$ cat src/rtl/uart16550_rx.sv
// -----------------------------------------------------------------------------
// uart16550_rx
//
// Receive half of a 16550-style UART: a 2-flop line synchronizer, a
// programmable 16x oversample tick generator, a start/data/parity/stop frame
// FSM that samples each bit at mid-bit, a receive FIFO with overrun handling,
// sticky line-status flags and a trigger-level data-available interrupt.
//
// Ports
//   wb_clk_i     single clock, all state on its rising edge
//   wb_rst_n_i   asynchronous active-low reset
//   srx_i        asynchronous serial line, idle high
//   divisor_i    clock cycles per 16x tick (0 disables reception)
//   lcr_wlen_i   word length, 0..3 -> 5..8 data bits
//   lcr_pen_i    parity enable
//   lcr_eps_i    even parity select (1 even, 0 odd)
//   fifo_clr_i   synchronous FIFO flush
//   trig_i       interrupt trigger level, 0..3 -> 1/4/8/14 entries
//   rd_i         pop the FIFO head (RBR read)
//   lsr_rd_i     LSR read, clears the sticky flags
//   rx_dat_o     FIFO head byte, 8'h00 when empty
//   dr_o         data ready (FIFO not empty)
//   oe_o/pe_o/fe_o/bi_o  sticky overrun / parity / framing / break
//   fifo_cnt_o   FIFO occupancy
//   rx_irq_o     registered data-available interrupt
// -----------------------------------------------------------------------------
module uart16550_rx #(
  parameter int RX_FIFO_DEPTH = 16,
  parameter int DIV_W         = 16
) (
  input  logic                             wb_clk_i,
  input  logic                             wb_rst_n_i,
  input  logic                             srx_i,
  input  logic [DIV_W-1:0]                 divisor_i,
  input  logic [1:0]                       lcr_wlen_i,
  input  logic                             lcr_pen_i,
  input  logic                             lcr_eps_i,
  input  logic                             fifo_clr_i,
  input  logic [1:0]                       trig_i,
  input  logic                             rd_i,
  input  logic                             lsr_rd_i,
  output logic [7:0]                       rx_dat_o,
  output logic                             dr_o,
  output logic                             oe_o,
  output logic                             pe_o,
  output logic                             fe_o,
  output logic                             bi_o,
  output logic [$clog2(RX_FIFO_DEPTH):0]   fifo_cnt_o,
  output logic                             rx_irq_o
);

  localparam int AW = $clog2(RX_FIFO_DEPTH);
  localparam int CW = AW + 1;

  typedef enum logic [2:0] {
    IDLE,
    START,
    DATA,
    PARITY,
    STOP
  } state_t;

  // ---------------------------------------------------------------------------
  // Line synchronizer (resets to the idle level so reset never looks like a
  // start bit).
  // ---------------------------------------------------------------------------
  logic [1:0] sync_q;
  logic       rx_s;

  // NOTE: sequential state is updated with non-blocking assignments so every
  // flop samples the pre-edge values of its inputs, independent of block order.
  always_ff @(posedge wb_clk_i or negedge wb_rst_n_i) begin
    if (!wb_rst_n_i) sync_q <= 2'b11;
    else             sync_q <= {sync_q[0], srx_i};
  end

  assign rx_s = sync_q[1];

  // ---------------------------------------------------------------------------
  // 16x tick generator: one-cycle pulse each time the down-counter hits 0.
  // ---------------------------------------------------------------------------
  logic [DIV_W-1:0] div_cnt_q;
  logic             div_zero;
  logic             tick;

  assign div_zero = (divisor_i == '0);
  assign tick     = !div_zero && (div_cnt_q == '0);

  always_ff @(posedge wb_clk_i or negedge wb_rst_n_i) begin
    if (!wb_rst_n_i)   div_cnt_q <= '0;
    else if (div_zero) div_cnt_q <= '0;
    else if (tick)     div_cnt_q <= divisor_i - DIV_W'(1);
    else               div_cnt_q <= div_cnt_q - DIV_W'(1);
  end

  // ---------------------------------------------------------------------------
  // Frame FSM
  // ---------------------------------------------------------------------------
  state_t     state_q, state_d;
  logic [3:0] tick_cnt_q;     // free-runs mod 16 from START entry
  logic [2:0] bit_cnt_q;
  logic [7:0] shreg_q;
  logic       par_q;
  logic       armed_q;
  logic [1:0] wlen_q;         // word format latched per character
  logic       pen_q;
  logic       eps_q;
  logic       mid;
  logic [2:0] last_bit;
  logic       go_data;
  logic       take_bit;
  logic       take_par;
  logic       take_stop;

  // The tick counter starts at 0 on START entry, so count 7 recurs every 16
  // ticks and lands on the middle of every bit of the frame.
  assign mid      = tick && (tick_cnt_q == 4'd7);
  assign last_bit = 3'(wlen_q) + 3'd4;

  always_ff @(posedge wb_clk_i or negedge wb_rst_n_i) begin
    if (!wb_rst_n_i) state_q <= IDLE;
    else             state_q <= state_d;
  end

  // NOTE: every signal driven here gets a default first, so no path through
  // the case statement can leave one unassigned and infer a latch.
  always_comb begin
    state_d   = state_q;
    go_data   = 1'b0;
    take_bit  = 1'b0;
    take_par  = 1'b0;
    take_stop = 1'b0;
    if (div_zero) begin
      state_d = IDLE;
    end else begin
      unique case (state_q)
        IDLE: begin
          if (!rx_s && armed_q) state_d = START;
        end
        START: begin
          if (mid) begin
            if (rx_s) begin
              state_d = IDLE;         // false start
            end else begin
              state_d = DATA;
              go_data = 1'b1;
            end
          end
        end
        DATA: begin
          if (mid) begin
            take_bit = 1'b1;
            if (bit_cnt_q == last_bit) state_d = pen_q ? PARITY : STOP;
          end
        end
        PARITY: begin
          if (mid) begin
            take_par = 1'b1;
            state_d  = STOP;
          end
        end
        STOP: begin
          if (mid) begin
            take_stop = 1'b1;
            state_d   = IDLE;
          end
        end
        default: state_d = IDLE;
      endcase
    end
  end

  // Character assembled at the stop-bit sample, pushed one cycle later.
  logic       push_q;
  logic [7:0] push_dat_q;
  logic       push_pe_q;
  logic       push_fe_q;
  logic       push_bi_q;

  always_ff @(posedge wb_clk_i or negedge wb_rst_n_i) begin
    if (!wb_rst_n_i) begin
      tick_cnt_q <= '0;
      bit_cnt_q  <= '0;
      shreg_q    <= '0;
      par_q      <= 1'b0;
      armed_q    <= 1'b0;
      wlen_q     <= '0;
      pen_q      <= 1'b0;
      eps_q      <= 1'b0;
      push_q     <= 1'b0;
      push_dat_q <= '0;
      push_pe_q  <= 1'b0;
      push_fe_q  <= 1'b0;
      push_bi_q  <= 1'b0;
    end else begin
      if (state_q == IDLE) tick_cnt_q <= '0;
      else if (tick)       tick_cnt_q <= tick_cnt_q + 4'd1;

      // After a stop sample the line must be seen high again before another
      // start is accepted; this keeps a held-low break from repeating.
      if (take_stop)                     armed_q <= 1'b0;
      else if (state_q == IDLE && rx_s)  armed_q <= 1'b1;

      if (go_data) begin
        wlen_q    <= lcr_wlen_i;
        pen_q     <= lcr_pen_i;
        eps_q     <= lcr_eps_i;
        shreg_q   <= '0;            // unused upper bits stay 0
        bit_cnt_q <= '0;
      end else if (take_bit) begin
        shreg_q[bit_cnt_q] <= rx_s;
        bit_cnt_q          <= bit_cnt_q + 3'd1;
      end

      if (take_par) par_q <= rx_s;

      push_q <= take_stop;
      if (take_stop) begin
        push_dat_q <= shreg_q;
        // even parity wants XOR 0, odd wants XOR 1, i.e. XOR must equal ~eps
        push_pe_q  <= pen_q && ((^shreg_q ^ par_q) != ~eps_q);
        push_fe_q  <= !rx_s;
        push_bi_q  <= !rx_s && (shreg_q == 8'h00) && (!pen_q || !par_q);
      end
    end
  end

  // ---------------------------------------------------------------------------
  // Receive FIFO
  // ---------------------------------------------------------------------------
  logic [7:0]    mem [RX_FIFO_DEPTH];
  logic [AW-1:0] wr_ptr_q;
  logic [AW-1:0] rd_ptr_q;
  logic [CW-1:0] cnt_q, cnt_d;
  logic          rd_en;
  logic          wr_en;
  logic          full;
  logic          ovr;
  logic [8:0]    trig_lvl;
  logic          irq_d;

  always_comb begin
    rd_en = rd_i && (cnt_q != '0);
    full  = (cnt_q == CW'(RX_FIFO_DEPTH));
    // A simultaneous read makes room, so a push into a full FIFO still fits.
    wr_en = push_q && !fifo_clr_i && (!full || rd_en);
    ovr   = push_q && !fifo_clr_i && full && !rd_en;

    cnt_d = cnt_q;
    if (fifo_clr_i)          cnt_d = '0;
    else if (wr_en && !rd_en) cnt_d = cnt_q + CW'(1);
    else if (rd_en && !wr_en) cnt_d = cnt_q - CW'(1);

    unique case (trig_i)
      2'd0:    trig_lvl = 9'd1;
      2'd1:    trig_lvl = 9'd4;
      2'd2:    trig_lvl = 9'd8;
      default: trig_lvl = 9'd14;
    endcase
    irq_d = (9'(cnt_d) >= trig_lvl);
  end

  // NOTE: the storage array has no reset; emptiness is tracked by the count,
  // and the head output is masked while empty, so stale contents never leak.
  always_ff @(posedge wb_clk_i) begin
    if (wr_en) mem[wr_ptr_q] <= push_dat_q;
  end

  always_ff @(posedge wb_clk_i or negedge wb_rst_n_i) begin
    if (!wb_rst_n_i) begin
      wr_ptr_q <= '0;
      rd_ptr_q <= '0;
      cnt_q    <= '0;
      rx_irq_o <= 1'b0;
    end else begin
      if (fifo_clr_i) begin
        wr_ptr_q <= '0;
        rd_ptr_q <= '0;
      end else begin
        if (wr_en) wr_ptr_q <= wr_ptr_q + AW'(1);
        if (rd_en) rd_ptr_q <= rd_ptr_q + AW'(1);
      end
      cnt_q    <= cnt_d;
      rx_irq_o <= irq_d;
    end
  end

  // ---------------------------------------------------------------------------
  // Sticky line-status flags: a set event wins over a coincident LSR read.
  // ---------------------------------------------------------------------------
  always_ff @(posedge wb_clk_i or negedge wb_rst_n_i) begin
    if (!wb_rst_n_i) begin
      oe_o <= 1'b0;
      pe_o <= 1'b0;
      fe_o <= 1'b0;
      bi_o <= 1'b0;
    end else begin
      oe_o <= ovr                  || (oe_o && !lsr_rd_i);
      pe_o <= (push_q && push_pe_q) || (pe_o && !lsr_rd_i);
      fe_o <= (push_q && push_fe_q) || (fe_o && !lsr_rd_i);
      bi_o <= (push_q && push_bi_q) || (bi_o && !lsr_rd_i);
    end
  end

  assign dr_o       = (cnt_q != '0);
  assign rx_dat_o   = dr_o ? mem[rd_ptr_q] : 8'h00;
  assign fifo_cnt_o = cnt_q;

endmodule

$ cat config.mk
export PLATFORM = sky130hd
export DESIGN_NAME = uart16550_rx
export DESIGN_NICKNAME = d
export VERILOG_FILES = /design/src/rtl/uart16550_rx.sv
export SDC_FILE = /design/constraint.sdc
export NUM_CORES = 1
export LEC_CHECK = 0
export ABC_AREA = 1
export ABC_CLOCK_PERIOD_IN_PS = 3250
export BUFFER_PORTS_ARGS = -buffer_cell sky130_fd_sc_hd__buf_2
export CAP_MARGIN = 10
export CORE_MARGIN = 4
export CORE_UTILIZATION = 34
export CTS_BUF_LIST = sky130_fd_sc_hd__clkbuf_4
export DETAILED_ROUTE_END_ITERATION = 8
export HOLD_SLACK_MARGIN = 0.05
export SLEW_MARGIN = 20
export SYNTH_ARGS = -nofsm -noshare
export SYNTH_HDL_FRONTEND = slang
export SYNTH_SLANG_ARGS = --single-unit
export TNS_END_PERCENT = 5
$ cat constraint.sdc
create_clock -name wb_clk_i -period 3.25 [get_ports wb_clk_i]
set_input_delay 0 -clock wb_clk_i [delete_from_list [all_inputs] [get_ports wb_clk_i]]
set_output_delay 0 -clock wb_clk_i [all_outputs]
set_load 0.005 [all_outputs]
==> impl_results.md, run 1 <==
* Synthesized cell area at 9304 µm²
* # IOs at 47
* Async SR Flop Fraction at 0.3600
* Post-synth cell types at 45
* Yosys reg bits at 200
* Peak supply drop at slightly above 300 µV
* First-pass GRT wire length at 34.29 mm
* Nets at 1021
* Setup_tns at 0 ps
* Final Wtd Congestion at 0.8657
* Worst r2r src: div_cnt_q[0]
* Fmax at between 300 and 400 MHz
* Fill cells at around 2600
* # hold bufs at CTS at 41
* Total CTS buffers at 17
* Die W at 173.4 µm
* Unrepaired setup endpoints after global routing: false
* Clk_skew at 41.35 ps
* CTS H-tree lvls at 4
* PortBufs at 46
* Crit-path max FO at 17
* Status: finished, final reports clean
* Initial antenna violation count at 1
* Worst hold margin at roughly 54 ps
* Clk_lat worst skew at 580 ps
* Root Buffer: clkbuf_4
* Dominant register cell in the synthesized netlist: edfxtp_1
* Total power at 5.872 mW
* DP Wirelength at 13.71 mm
* Core region area at 26950 µm²
* PwrDens at ~560 nW/µm²
* Critical Path AT at 3440 ps
* CP Launch Type: flop
* Flop-to-flop setup slack at 280 ps
* Cells after Synth at 893
* Via density at 4.912
* WL final at 21.16 mm
* Most frequent cells in the layout: nor2_1 (136), edfxtp_1 (128), o21ai_0 (94), nand2_1 (94), inv_1 (80)
* Fin crit period at 2969 ps
* Fin crit share at 0.9136
* Post-synth EDFFs at roughly 130
* Syn_area_per_cell at approximately 10 µm²
* Crit. Startpoint: div_cnt_q[0]
* Vias in the first global route at between 6000 and 7000
* Vias at 6528
* Worst-path clk slew at 160 ps
* Slew @ Worst Pin at roughly 930 ps
* Post-Synthesis Net Count at 939
* Drt wl/cell at 15.92 µm
* Initial drt markers at roughly 530
* Leak at 4.586 nW
* Worst setup EP type: flop
* Largest net degree at the start of global routing at between 70 and 80
* Kind of critical path: flop to flop
* Max-slew headroom at 0.3777
* Initial core utilization at 0.3452
* Final slew viol count at 0
* CTS tree: yes
* Bufs on Longest Clock Path at 2
* Post-CTS Resized at 0
* DRT antenna net count at 0
* MaxCap Viol Count at 0
* CP required at 3720 ps
* GRT Residual Overflow at 0
* Final setup fails at 0
* FP Rows at 60
* P&R area growth vs syn at 13.33%
* Min-delay worst type: input pin to async pin
* Setup Fix Bufs, Post-CTS at 0
* Die height at approximately 170 µm
* Die area at roughly 30000 µm²
* GRT Resource Usage Total at 0.1419
* Ratio of cells with drive above 1 in the final layout at 0.1631
* First-pass DRT Iterations at 6
* Final Hold Viols at 0
* Synth warn at 0
* CTS Sinks at 200
* Seq/Total Area, Yosys at 0.6070
* # DRC at 0
* Commonest non-fill, non-tap cell in the layout: nor2_1
[flip-flops by register name (all words and copies together) (netlist names), 2 cells and up]
name / flops
shreg_q: 8
mem: 128
rd_ptr_q: 4
div_cnt_q: 16
bit_cnt_q: 3
state_q: 3
sync_q: 2
fifo_cnt_o: 5
wlen_q: 2
wr_ptr_q: 4
tick_cnt_q: 4
push_dat_q: 8
[per-stage QoR]
stage | setup WS, ps | util | cell area, µm² | cells
floorplan | 743.9 | - | 9304 | 893
global placement | 513.3 | 0.3662 | 9871 | 1256
detailed placement | 423.9 | 0.3662 | 9871 | 1256
CTS | 250.4 | 0.3911 | 10540 | 1328
global route | 66.83 | 0.3912 | 10540 | 1329
finish | 280.8 | 0.3912 | 10540 | 1329
[report_power, final]
part | total, mW | switching, mW | internal, mW
logic | 1.81 | 1.22 | 0.591
clock network | 1.23 | 0.901 | 0.330
registers | 2.83 | 0.0657 | 2.77
[cells by family after synthesis]
family | after synthesis | share of synthesized area
DFF | 200 | 0.6070
AOI/OAI and AO/OA | 201 | 0.1287
muxes | 4 | 0.004841
adders and majority gates | 18 | 0.02421
and+or+nand+nor | 335 | 0.1712
buffers and inverters | 127 | 0.05648
xor gates and xnor gates | 8 | 0.007530
[worst max-delay path: stages (launching register included)]
cell and delay (ps):
dfrtp_1 400, inv_2 50, nand2_1 50, nor2_1 140, nand2_2 110, nor2_8 280
nand3_1 120, nand2_1 250, nor2_8 70, nand2_4 90, nor2_8 50, a21oi_1 130
dlygate4sd3_1 550, nor2_1 40, dlygate4sd3_1 540
[per-layer routing]
metal / vias up / track usage / wire [µm]
li1: 3256 / - / -
met1: 3107 / 0.1923 / 9898
met2: 157 / 0.2299 / 9658
met3: 8 / 0.04384 / 1490
met4: 0 / 0.02228 / 108
met5: - / 0 / 0
[cell usage after synthesis (3+ instances only)]
cell type / number / area, µm²
xor2_1: 4 / 35.03
buf_6: 5 / 56.30
nor2_8: 3 / 60.06
o21ai_0: 94 / 470.5
a21oi_1: 31 / 155.2
edfxtp_1: 128 / 3844
o21ai_1: 14 / 70.07
dfrtp_1: 70 / 1752
nor2_2: 9 / 56.30
inv_2: 10 / 37.54
inv_1: 80 / 300.3
nand2_4: 4 / 45.04
nand2_2: 11 / 68.82
ha_1: 18 / 225.2
nor2_1: 136 / 510.5
o221ai_1: 26 / 227.7
clkbuf_1: 26 / 97.59
nand3_1: 49 / 245.2
nor2_4: 5 / 56.30
nand3_2: 4 / 40.04
o22ai_1: 11 / 68.82
buf_2: 3 / 15.01
o211ai_1: 3 / 22.52
mux2_2: 4 / 45.04
nand2_1: 94 / 352.8
xnor2_1: 4 / 35.03
nor3_1: 11 / 55.05
o21ai_2: 14 / 122.6
[final cells by class]
cell class / instances / area (µm²) / share of cell area
flip-flops and latches: 200 / 5649 / 0.5358
multi-input cells: 566 / 3131 / 0.2969
repair buffers: 97 / 718.2 / 0.06811
well taps: 341 / 426.7 / 0.04047
inverters: 93 / 356.6 / 0.03382
clock inverters: 14 / 132.6 / 0.01258
clock buffers: 17 / 127.6 / 0.01210
diodes: 1 / 2.502 / 0.0002373
[final timing paths]
kind | to | cells past startpoint
worst min register to register | sync_q[1] | 0
max in group asynchronous | rd_ptr_q[0] | 2
worst max-delay path | div_cnt_q[15] | 14
worst min-delay path | div_cnt_q[13] | 2
min in group wb_clk_i | pen_q | 3
worst max register to register | div_cnt_q[15] | 14
(Power assumes the default switching activity.)
==> run 2: changes to the inputs <==
Settings changed: ABC_CLOCK_PERIOD_IN_PS 3250 to 3180, REMOVE_ABC_BUFFERS set to 1.
Clock period 3.25 ns to 3.18 ns, I/O delays scaled along.
==> run 2 against run 1 <==
  * Final area grew 1.3%
  * Combinational power is essentially flat
  * Wire length shrank 0.67%
  * Final cell count grew 0.60%
  * Die area is the same
  * First-iteration DRC count grew 5.6%
  * Maximum frequency shrank 1.9%
  * Sequential power grew 3%
  * Sequential cell count is the same
  * Total power grew 4.4%
  * Clock-buffer cell count is the same
  * Largest cell class unchanged
==> impl_results.md, run 2 (synthesis gave the netlist of run 1 again) <==
* Status: finished, final reports clean
* WL final at between 20 and 25 mm
* Nets at 1029
* CTS tree: yes
* # DRC at 0
* Bufs on Longest Clock Path at 2
* Final Wtd Congestion at 0.8073
* Fin crit period at around 3000 ps
* Vias at 6600
* First-pass GRT wire length at about 35 mm
* Metal-1 WL at 9.837 mm
* Placed Cells at 1255
* Fill cells at roughly 2600
* Met3 wire len at 1.166 mm
* Peak supply drop at 289.7 µV
* Clk_skew at between 40 and 50 ps
* Total CTS buffers at 17
* Die W at 173.4 µm
* GRT Residual Overflow at 0
* Fin crit share at 0.9523
* ANT cells at 0
* Max-slew headroom at 0.3667
* CTS H-tree lvls at 4
* Non-Filler Instances at between 1000 and 1500
* Fin util at 0.3963
* Worst-path clk slew at 200 ps
* Clk_lat worst skew at 600 ps
* Reg with most FFs: mem
* Via density at 4.936
* Worst hold margin at roughly 48 ps
* Top Registers: mem x128, div_cnt_q x16
* PortBufs at 46
* Crit-path max FO at 6
* PwrDens at between 500 and 600 nW/µm²
* FP Rows at 60
* Final slew viol count at 0
* Met2 Routed Length at 9.780 mm
* Initial drt markers at 564
* First-pass DRT Iterations at 5
* Core region area at approximately 27000 µm²
* Initial antenna violation count at 0
* Largest register FFs at about 130
* CTS Sinks at 200
* Vias in the first global route at 6483
* # IOs at 47
* Fmax at 330.2 MHz
* DRT antenna net count at 0
* MaxCap Viol Count at 0
* Largest net degree at the start of global routing at 73
* Drt wl/cell at 15.72 µm
* Final setup fails at 0
* Total power at around 6 mW
* P&R area growth vs syn at 14.81%
* Kind of critical path: flop to flop
* Initial core utilization at 0.3452
* Ratio of cells with drive above 1 in the final layout at 0.1667
* Worst setup EP type: flop
* Commonest non-fill, non-tap cell in the layout: nor2_1
* Die area at 30070 µm²
* Slew @ Worst Pin at 949.9 ps
* Most frequent cells in the layout: nor2_1 (136), edfxtp_1 (128), o21ai_0 (94)
* Leak at 4.613 nW
* CP required at 3690 ps
* DP Wirelength at 13.74 mm
* GRT Resource Usage Total at 0.1413
* Root Buffer: clkbuf_4
* Max Used Layer: met4
* Final Hold Viols at 0
* Min-delay worst type: input pin to async pin
* Critical Path AT at 3530 ps
* Setup_tns at 0 ps
* Die height at roughly 170 µm
* CP Launch Type: flop
-- run 2: timing repair --
| item | in CTS | in global routing |
|---|---|---|
| setup endpoints to repair | 0 | 5 |
| resized for setup | 0 | 2 |
| endpoints found under the hold margin | 111 | 0 |
| hold buffers | 46 | 0 |
| setup buffers | 0 | 3 |
-- run 2: final timing paths --
check / from / to / slack, ps / cells past startpoint
setup / recovery: div_cnt_q[10] / div_cnt_q[11] / 150 / 15
max in group asynchronous: wb_rst_n_i / rd_ptr_q[0] / 2460 / 2
setup reg to reg: div_cnt_q[10] / div_cnt_q[11] / 150 / 15
hold / removal: wb_rst_n_i / div_cnt_q[7] / 50 / 2
min in group wb_clk_i: lcr_pen_i / pen_q / 170 / 3
hold reg to reg: sync_q[0] / sync_q[1] / 370 / 0
-- run 2: final cells by class --
type | count | area (µm²) | share of cell area
clock buffers | 17 | 127.6 | 0.01195
well taps | 341 | 426.7 | 0.03994
repair buffers | 104 | 783.3 | 0.07333
inverters | 93 | 356.6 | 0.03338
flip-flops and latches | 200 | 5649 | 0.5289
multi-input cells | 567 | 3147 | 0.2946
clock inverters | 15 | 191.4 | 0.01792
-- run 2: routing by layer --
metal / track usage / vias to the layer above
met3: 0.03272 / 14
li1: - / 3286
met1: 0.1955 / 3145
met5: 0 / -
met2: 0.2303 / 155
met4: 0.02660 / 0
-- run 2: critical path: stages, from the launching register on --
cell and delay [ps]:
dfrtp_1 400, inv_1 80, nand2_1 60, nor2_1 150, nand2_2 150, nor2_8 200, buf_4 180, nand3_1 100
nand2_2 150, nor2_4 70, nand2_2 80, inv_1 50, a21oi_1 130, dlygate4sd3_1 560, nor2_1 40, dlygate4sd3_1 540
-- run 2: through the flow --
step	setup slack, ps	cell area (µm²)
floorplan	364.7	9135
global placement	437.8	9863
detailed placement	394.1	9863
CTS	104.9	10640
global route	-5.315	10680
finish	151.7	10680
-- run 2: power by group --
part | total [mW] | internal (mW) | switching, mW
Sequential | 2.91 | 2.83 | 0.0834
Clock | 1.41 | 0.384 | 1.02
Combinational | 1.82 | 0.621 | 1.20
Total | 6.13 | 3.83 | 2.30
